[config.mk]
export PLATFORM = sky130hd
export DESIGN_NAME = vga_grid_capture
export DESIGN_NICKNAME = d
export VERILOG_FILES = /design/src/rtl/vga_grid_capture_pkg.sv /design/src/rtl/vga_sync_tracker.sv /design/src/rtl/vga_grid_capture.sv
export SDC_FILE = /design/constraint.sdc
export NUM_CORES = 1
export LEC_CHECK = 0
export BUFFER_PORTS_ARGS = -buffer_cell sky130_fd_sc_hd__buf_2
export CORE_AREA = 10 10 87 89
export CTS_CLUSTER_SIZE = 12
export DETAILED_ROUTE_END_ITERATION = 6
export DIE_AREA = 0 0 97 99
export REMOVE_ABC_BUFFERS = 1
export SLEW_MARGIN = 20
export SYNTH_ARGS = -nofsm -noshare
export SYNTH_HDL_FRONTEND = slang
export SYNTH_SLANG_ARGS = --single-unit
[constraint.sdc]
create_clock -name clk -period 4.7 [get_ports clk]
set_input_delay 0.235 -clock clk [delete_from_list [all_inputs] [get_ports clk]]
set_output_delay 0.235 -clock clk [all_outputs]
set_load 0.01 [all_outputs]
[src/rtl/vga_grid_capture_pkg.sv]
// Shared VGA timing defaults, grid geometry and capture FSM encoding.
// Included by both the grid generator and the capture block so their timings agree.
package vga_grid_capture_pkg;

    localparam int unsigned DefClkDiv = 2;
    localparam int unsigned DefHVis   = 640;
    localparam int unsigned DefHFp    = 16;
    localparam int unsigned DefHSync  = 96;
    localparam int unsigned DefHBp    = 48;
    localparam int unsigned DefVVis   = 480;
    localparam int unsigned DefVFp    = 10;
    localparam int unsigned DefVSync  = 2;
    localparam int unsigned DefVBp    = 33;

    localparam int unsigned GridCols = 4;
    localparam int unsigned GridRows = 4;

    localparam int unsigned HclkW = 12;
    localparam int unsigned LineW = 10;
    localparam int unsigned WcntW = 5;

    typedef enum logic [1:0] {
        StSearch,
        StTrack,
        StLocked
    } cap_state_e;

endpackage

[src/rtl/vga_sync_tracker.sv]
// Registers the VGA inputs, finds sync falling edges and keeps the clock/line counters.
// Flags timing violations while check is high.
module vga_sync_tracker
    import vga_grid_capture_pkg::*;
#(
    parameter int unsigned CLK_DIV = DefClkDiv,
    parameter int unsigned H_TOT   = 800,
    parameter int unsigned V_TOT   = 525
) (
    input  logic             clk,
    input  logic             rst,
    input  logic             check,
    input  logic             hsync_n,
    input  logic             vsync_n,
    input  logic             r,
    input  logic             g,
    input  logic             b,
    output logic [2:0]       rgb,
    output logic             hfall,
    output logic             vfall,
    output logic [HclkW-1:0] hclk,
    output logic [LineW-1:0] line,
    output logic             err
);

    localparam logic [HclkW-1:0] HclkLine = HclkW'(H_TOT * CLK_DIV - 1);
    localparam logic [HclkW-1:0] HclkMax  = HclkW'(2 * H_TOT * CLK_DIV - 1);
    localparam logic [LineW-1:0] LineLast = LineW'(V_TOT - 1);

    logic             hs_q, hs_prev_q, vs_q, vs_prev_q;
    logic [2:0]       rgb_q;
    logic [HclkW-1:0] hclk_q, hclk_d;
    logic [LineW-1:0] line_q, line_d;

    // Syncs reset to idle-high so reset release cannot fake an edge.
    always_ff @(posedge clk) begin
        if (rst) begin
            hs_q      <= 1'b1;
            hs_prev_q <= 1'b1;
            vs_q      <= 1'b1;
            vs_prev_q <= 1'b1;
            rgb_q     <= '0;
            hclk_q    <= '0;
            line_q    <= '0;
        end else begin
            hs_q      <= hsync_n;
            hs_prev_q <= hs_q;
            vs_q      <= vsync_n;
            vs_prev_q <= vs_q;
            rgb_q     <= {r, g, b};
            hclk_q    <= hclk_d;
            line_q    <= line_d;
        end
    end

    assign hfall = hs_prev_q & ~hs_q;
    assign vfall = vs_prev_q & ~vs_q;

    always_comb begin
        hclk_d = hclk_q;
        if (hfall) begin
            hclk_d = '0;
        end else if (hclk_q != HclkMax) begin
            hclk_d = hclk_q + HclkW'(1);
        end
        line_d = line_q;
        if (vfall) begin
            line_d = '0;
        end else if (hfall && line_q != '1) begin
            line_d = line_q + LineW'(1);
        end
    end

    assign err = check & ((hfall & (hclk_q != HclkLine)) |
                          (~hfall & (hclk_q == HclkMax)) |
                          (vfall & (line_q != LineLast)));

    assign rgb  = rgb_q;
    assign hclk = hclk_q;
    assign line = line_q;

endmodule

[src/rtl/vga_grid_capture.sv]
// Reconstructs the 4x4 grid of cell colours from a VGA stream by sampling each cell centre
// once timing is locked, and replays it as register-bank writes.
module vga_grid_capture
    import vga_grid_capture_pkg::*;
#(
    parameter int unsigned CLK_DIV = DefClkDiv,
    parameter int unsigned H_VIS   = DefHVis,
    parameter int unsigned H_FP    = DefHFp,
    parameter int unsigned H_SYNC  = DefHSync,
    parameter int unsigned H_BP    = DefHBp,
    parameter int unsigned V_VIS   = DefVVis,
    parameter int unsigned V_FP    = DefVFp,
    parameter int unsigned V_SYNC  = DefVSync,
    parameter int unsigned V_BP    = DefVBp
) (
    input  logic       clk,
    input  logic       rst,
    input  logic       VGA_Hsync_n,
    input  logic       VGA_Vsync_n,
    input  logic       VGA_R,
    input  logic       VGA_G,
    input  logic       VGA_B,
    output logic [3:0] addrW,
    output logic [2:0] datW,
    output logic       RegWrite,
    output logic       locked,
    output logic       frame_done,
    output logic       sync_err
);

    localparam int unsigned HTot  = H_VIS + H_FP + H_SYNC + H_BP;
    localparam int unsigned VTot  = V_VIS + V_FP + V_SYNC + V_BP;
    localparam int unsigned CellW = H_VIS / GridCols;
    localparam int unsigned CellH = V_VIS / GridRows;
    localparam logic [WcntW-1:0] WcntFull = WcntW'(GridCols * GridRows);

    cap_state_e       state_q, state_d;
    logic             hfall, vfall, err, check;
    logic [HclkW-1:0] hclk;
    logic [LineW-1:0] line;
    logic [2:0]       rgb;
    logic             row_hit, col_hit;
    logic [1:0]       row_idx, col_idx;
    logic             wr_en, done_d;
    logic [WcntW-1:0] wcnt_q, wcnt_d;
    logic [3:0]       addr_q;
    logic [2:0]       dat_q;
    logic             wr_q, done_q, err_q;

    assign check = (state_q != StSearch);

    vga_sync_tracker #(
        .CLK_DIV (CLK_DIV),
        .H_TOT   (HTot),
        .V_TOT   (VTot)
    ) u_tracker (
        .clk     (clk),
        .rst     (rst),
        .check   (check),
        .hsync_n (VGA_Hsync_n),
        .vsync_n (VGA_Vsync_n),
        .r       (VGA_R),
        .g       (VGA_G),
        .b       (VGA_B),
        .rgb     (rgb),
        .hfall   (hfall),
        .vfall   (vfall),
        .hclk    (hclk),
        .line    (line),
        .err     (err)
    );

    // Cell-centre decode: row from the line count, column from the clock count.
    always_comb begin
        row_hit = 1'b0;
        row_idx = '0;
        for (int unsigned r = 0; r < GridRows; r++) begin
            if (line == LineW'(V_SYNC + V_BP + CellH / 2 + CellH * r)) begin
                row_hit = 1'b1;
                row_idx = 2'(r);
            end
        end
        col_hit = 1'b0;
        col_idx = '0;
        for (int unsigned c = 0; c < GridCols; c++) begin
            if (hclk == HclkW'((H_SYNC + H_BP + CellW / 2 + CellW * c) * CLK_DIV)) begin
                col_hit = 1'b1;
                col_idx = 2'(c);
            end
        end
    end

    always_ff @(posedge clk) begin
        if (rst) begin
            state_q <= StSearch;
        end else begin
            state_q <= state_d;
        end
    end

    // Errors are only raised outside SEARCH, so an erroring Vsync fall never starts TRACK.
    always_comb begin
        state_d = state_q;
        if (err) begin
            state_d = StSearch;
        end else begin
            case (state_q)
                StSearch: if (vfall) state_d = StTrack;
                StTrack:  if (vfall) state_d = StLocked;
                StLocked: state_d = StLocked;
                default:  state_d = StSearch;
            endcase
        end
    end

    always_comb begin
        wr_en  = (state_q == StLocked) && row_hit && col_hit && !hfall && !err &&
                 (wcnt_q != WcntFull);
        done_d = (state_q == StLocked) && vfall && !err && (wcnt_q == WcntFull);
        wcnt_d = wcnt_q;
        if (vfall || state_d != StLocked) begin
            wcnt_d = '0;
        end else if (wr_en) begin
            wcnt_d = wcnt_q + WcntW'(1);
        end
    end

    always_ff @(posedge clk) begin
        if (rst) begin
            wcnt_q <= '0;
            addr_q <= '0;
            dat_q  <= '0;
            wr_q   <= 1'b0;
            done_q <= 1'b0;
            err_q  <= 1'b0;
        end else begin
            wcnt_q <= wcnt_d;
            wr_q   <= wr_en;
            done_q <= done_d;
            err_q  <= err;
            if (wr_en) begin
                addr_q <= {row_idx, col_idx};
                dat_q  <= rgb;
            end
        end
    end

    assign addrW      = addr_q;
    assign datW       = dat_q;
    assign RegWrite   = wr_q;
    assign locked     = (state_q == StLocked);
    assign frame_done = done_q;
    assign sync_err   = err_q;

endmodule

==> qor.yml, run 1 <==
vias: 1810
yosys.area.top_type: "dfxtp_1"
cts_hold_repair.buffers: 0
clkSinkCount: 46
worstPathArrival_ns: 2.79
yosysWarnings: 0
areaGrowthSynthToFinish_pct: 9.191
rsz0062_at_grt: "no"
die_w_um: 97
holdCritPathClass: "in2reg"
clk_latency_ns: 0.30
worst_slack_ns: 2.085
postCtsSetupBuffers: 0
gp_congestion: 0.8172
synthArstFlopShare_pct: 0
port_buffers: 17
die_area_mm2: 0.009603
critPathLaunch: "u_tracker.hclk[0]"
synthFlopType: "dfxtp_1"
dp_hpwl_um: 3384
setup_viol: 0
multi_input_area_mm2: 0.001272
ys_seq_area_share_pct: 40.51
fin_setup_tns_ns: 0
wl_per_cell_um: 13.90
period_needed_ns: 2.615
grt_pass1_vias: 1790
rows: 28
regToRegStartpoint: "u_tracker.hclk[0]"
p_leak_nw: 0.8172
nNetsFinal: 280
antenna_found_initial: 0
register_area_um2: 920.9
whs_ns: 0.1157
cp-end-kind: "flop"
clk_pin_slew_ns: 0.09
grt_pass1_wl_um: 8335
post-route-period-util_pct: 55.64
cts_resized: 0
maxSlewViolCount: 0
ant_nets: 0
cts_buffers: 5
crit_fanout: 13
cts_tree: "built"
synth_area_leaders: "dfxtp_1, xnor2_1, nor2_1"
tightestPinTransition_ns: 0.8762
max-cap-violations: 0
hold_viol_final: 0
route.met3.wl_um: 163
synth_seq_cells: 46
drive_gt1_share_pct: 14.23
firstDrtPassIters: 4
skew_ns: 0.009763
drt_iter0_markers: 123
root_buffer: "clkbuf_8"
drt-total-wl_um: 4755
final_util_pct: 42.43
overflow: 0
pre_cts_ws_ns: 2.131
yosysUniqueCellTypes: 52
syn_inst: 255
die_height_um: 99
synth_top_area_share_pct: 40.51
clk_path_buf_depth: 2
initial_core_util_pct: 38.86
p_per_area_mw_per_mm2: 269.0
syn_avg_cell_area_um2: 8.915
antenna_cells: 0
io_pins: 18
min_from: "VGA_Vsync_n"
met1_length_um: 2271
layout_common_cells: "dfxtp_1, nor2_1, buf_2"
ctsHtreeMaxLevel: 2
viasPerCell: 5.292
cp.required_ns: 4.88
core_mm2: 0.005851
outcome: "completed"
cp-start-kind: "flop"
track_usage_pct: 10.03
grt_max_degree: 22
relSlewSlack_pct: 40.84
final_common_cell: "dfxtp_1"
ir_drop_v: 0.0001937
drc: 0
path_class: "reg2reg"
synth_area_mm2: 0.002273
wl_met2_um: 2280
nFillCells: 601
synth_edf_count: 0
fmax_mhz: 382.4
highest_layer: "met4"
## power breakdown
group / internal [W] / leakage (nW) / switching (W)
registers: 0.000396 / 0.373 / 0.00000482
clock network: 0.000103 / 0.0383 / 0.000128
logic: 0.0000142 / 0.406 / 0.0000216
total: 0.000513 / 0.817 / 0.000155
## worst max-delay path, cell delays in order (launching register included)
cell	delay (ns)
dfxtp_1	0.40
ha_1	0.23
nand3_1	0.15
or4b_4	0.66
o32ai_2	0.72
nor4_1	0.17
mux2i_1	0.15
## final timing paths
path	endpoint	cells after the start	slack (ns)
min reg2reg	u_tracker.hs_prev_q	1	0.45
max	wcnt_q[4]	6	2.08
min	u_tracker.vs_q	2	0.12
max reg2reg	wcnt_q[4]	6	2.08
## cell families after synthesis
kind of cell,synth area share [%]
mux,2.697
buf+inv,3.797
xor+xnor,6.934
simple gates,30.82
compound gates,11.94
flops,40.51
fa+ha+maj,3.302
## area by class of cell
| class | count | area share, % |
|---|---|---|
| Multi-Input combinational cell | 188 | 51.26 |
| Sequential cell | 46 | 37.10 |
| Tap cell | 75 | 3.780 |
| Timing Repair Buffer | 17 | 3.427 |
| Clock buffer | 7 | 3.075 |
| Inverter | 9 | 1.361 |
## state kept, by name (all words and copies together) (netlist names), 2 cells and up
name / cells
u_tracker.line: 10
addrW: 4
u_tracker.hclk: 12
datW: 3
wcnt_q: 5
state_q: 2
u_tracker.rgb: 3
## layer usage
layer | track usage [%] | up-vias
li1 | - | 946
met1 | 11.67 | 843
met2 | 17.28 | 17
met3 | 2.863 | 4
met4 | 3.292 | 0
met5 | 0 | -
## per-stage QoR
stage	cells	power [W]	area [µm²]
after global routing	342	0.0006958	2482
after global placement	335	0.0004457	2400
after CTS	342	0.0006759	2476
after detailed placement	335	0.0004462	2400
after floorplan	243	0.0004338	2221
final	342	0.0006677	2482
## Yosys cell counts, types with 2 or more instances
| library cell | count |
|---|---|
| nand2_1 | 11 |
| xor2_1 | 5 |
| dfxtp_1 | 46 |
| nand2b_1 | 8 |
| inv_1 | 9 |
| nor4_1 | 8 |
| nor2_1 | 26 |
| a211oi_1 | 2 |
| ha_1 | 6 |
| nor4_2 | 2 |
| mux2i_1 | 5 |
| nand3_1 | 8 |
| buf_2 | 3 |
| clkbuf_1 | 6 |
| or3_1 | 2 |
| nor2b_1 | 10 |
| o21ai_0 | 3 |
| nor3_1 | 5 |
| a21oi_1 | 14 |
| nor4b_1 | 2 |
| or2_2 | 6 |
| nand3b_1 | 4 |
| and3_1 | 3 |
| xnor2_1 | 13 |
| buf_1 | 2 |
| nand4bb_1 | 2 |
| o31ai_1 | 9 |
| nand4_1 | 11 |
No activity file was read; power rests on OpenSTA's default activity.
==> run 2: changes to the inputs <==
==> constraint.sdc (replaced) <==
create_clock -name clk -period 2.6 [get_ports clk]
set_input_delay 0.13 -clock clk [delete_from_list [all_inputs] [get_ports clk]]
set_output_delay 0.13 -clock clk [all_outputs]
set_load 0.01 [all_outputs]
==> run 2 against run 1 <==
  * Routed wire length fell by 1.0%
  * Setup slack got worse by 1.8 ns
  * Core utilization rose by 0.73 points
  * Final cell count rose by 1.5%
  * Fmax rose by 12%
  * Register-to-register slack got worse by 1.8 ns
  * Global-route usage fell by 0.24 points
  * Non-clock buffer count rose by 4
  * Critical endpoint is now wcnt_q[2]
  * Die area did not move
  * Power rose by 87%
  * Design area rose by 1.7%
==> qor.yml, run 2 (synthesis results as in run 1) <==
clk_latency_ns: 0.30
rsz0062_at_grt: "no"
worstPathArrival_ns: 2.57
areaGrowthSynthToFinish_pct: 11.06
ctsHtreeMaxLevel: 2
grt_max_degree: 22
cts_hold_repair.buffers: 0
fin_setup_tns_ns: 0
initial_core_util_pct: 38.86
die_height_um: 99
cp.required_ns: 2.83
p_leak_nw: 0.8468
layout_common_cells: "dfxtp_1, nor2_1, buf_2"
post-route-period-util_pct: 90.02
stdcell_count: 347
path_cells: "ha_1, nand3_1, or4b_4, o32a_1, nand4_1, mux2i_1"
wl_per_cell_um: 13.56
core_mm2: 0.005851
firstDrtPassIters: 4
cp-end-kind: "flop"
antenna_found_initial: 0
io_pins: 18
track_usage_pct: 9.794
crit_fanout: 13
die_w_um: 97
outcome: "completed"
clk_pin_slew_ns: 0.09
relSlewSlack_pct: 26.52
clk_path_buf_depth: 2
vias: 1796
maxSlewViolCount: 0
grt_pass1_wl_um: 8238
tightestPinTransition_ns: 1.097
clkSinkCount: 46
die_area_mm2: 0.009603
crit_slowest_cell: "or4b_4"
grt_pass1_vias: 1785
skew_ns: 0.007374
crit_buf_inv: 0
drive_gt1_share_pct: 16.18
drt-total-wl_um: 4707
crit_family: "simple AND/OR/NAND/NOR gates"
largest_reg_flops: 12
antenna_cells: 0
hold_viol_final: 0
drc: 0
port_buffers: 17
cts_resized: 0
critical_path.max_stage_delay_ns: 0.66
dp_hpwl_um: 3451
holdCritPathClass: "in2reg"
drt_iter0_markers: 90
setup_viol: 0
ant_nets: 0
nNetsFinal: 284
ir_drop_v: 0.0003250
cts_buffers: 5
cts_tree: "built"
overflow: 0
root_buffer: "clkbuf_8"
p_per_area_mw_per_mm2: 493.9
gp_congestion: 0.7711
dpl.cell_count: 339
final_common_cell: "dfxtp_1"
max-cap-violations: 0
path_class: "reg2reg"
whs_ns: 0.01220
viasPerCell: 5.176
rows: 28
postCtsSetupBuffers: 0
period_needed_ns: 2.341
cp-start-kind: "flop"
fmax_mhz: 427.2
run 2: changes by cell type in the layout (fill, tap and decap cells not counted):
| cell | previous run | this run |
|---|---|---|
| a31oi_1 | 0 | 1 |
| a31oi_2 | 1 | 0 |
| buf_4 | 0 | 4 |
| clkbuf_1 | 2 | 0 |
| clkbuf_8 | 5 | 6 |
| clkinv_2 | 0 | 1 |
| clkinvlp_4 | 0 | 1 |
run 2: worst paths after layout:
check,endpoint,depth (start not counted),slack [ns],start
worst max-delay path,wcnt_q[2],6,0.26,u_tracker.hclk[0]
worst min-delay path,u_tracker.hs_q,2,0.01,VGA_Hsync_n
worst max register to register,wcnt_q[2],6,0.26,u_tracker.hclk[0]
worst min register to register,u_tracker.hs_prev_q,1,0.45,u_tracker.hs_q
run 2: worst reg2reg max path, delay by kind of cell, from the launching register on:
kind,cells,cell delay (ns)
AO/OA/AOI/OAI,1,0.52
multiplexers,1,0.17
adder cells (fa/ha/maj),1,0.22
AND/OR/NAND/NOR,3,0.97
flip-flops,1,0.39
run 2: where the power goes:
part	leakage, nW	total [W]	switching [W]	internal, W
clock	0.0472	0.000454	0.000240	0.000214
sequential	0.373	0.000725	0.00000907	0.000716
combinational	0.427	0.0000685	0.0000396	0.0000290
total	0.847	0.00125	0.000288	0.000959
run 2: cell type report:
class / instances / area, µm²
clock inverters: 2 / 12.51
clock buffers: 6 / 82.58
inverters: 9 / 33.78
flip-flops and latches: 46 / 920.9
repair buffers: 21 / 115.1
multi-input cells: 188 / 1266
well taps: 75 / 93.84
fillers: 581 / 3326
run 2: layer usage:
layer / wire [µm] / GRT usage (%) / up-vias
li1: - / - / 949
met1: 2399 / 12.36 / 827
met2: 2165 / 16.15 / 18
met3: 111 / 2.304 / 2
met4: 30 / 2.838 / 0
met5: 0 / 0 / -
run 2: metrics by stage:
stage	util, %	power (W)	setup WS, ns	instance area (µm²)
global route	43.16	0.001307	0.07883	2525
global placement	41.53	0.0008100	0.3260	2430
finish	43.16	0.001247	0.2594	2525
CTS	43.16	0.001269	0.2706	2525
detailed placement	41.53	0.0008114	0.2744	2430
floorplan	-	0.0007842	0.3090	2221
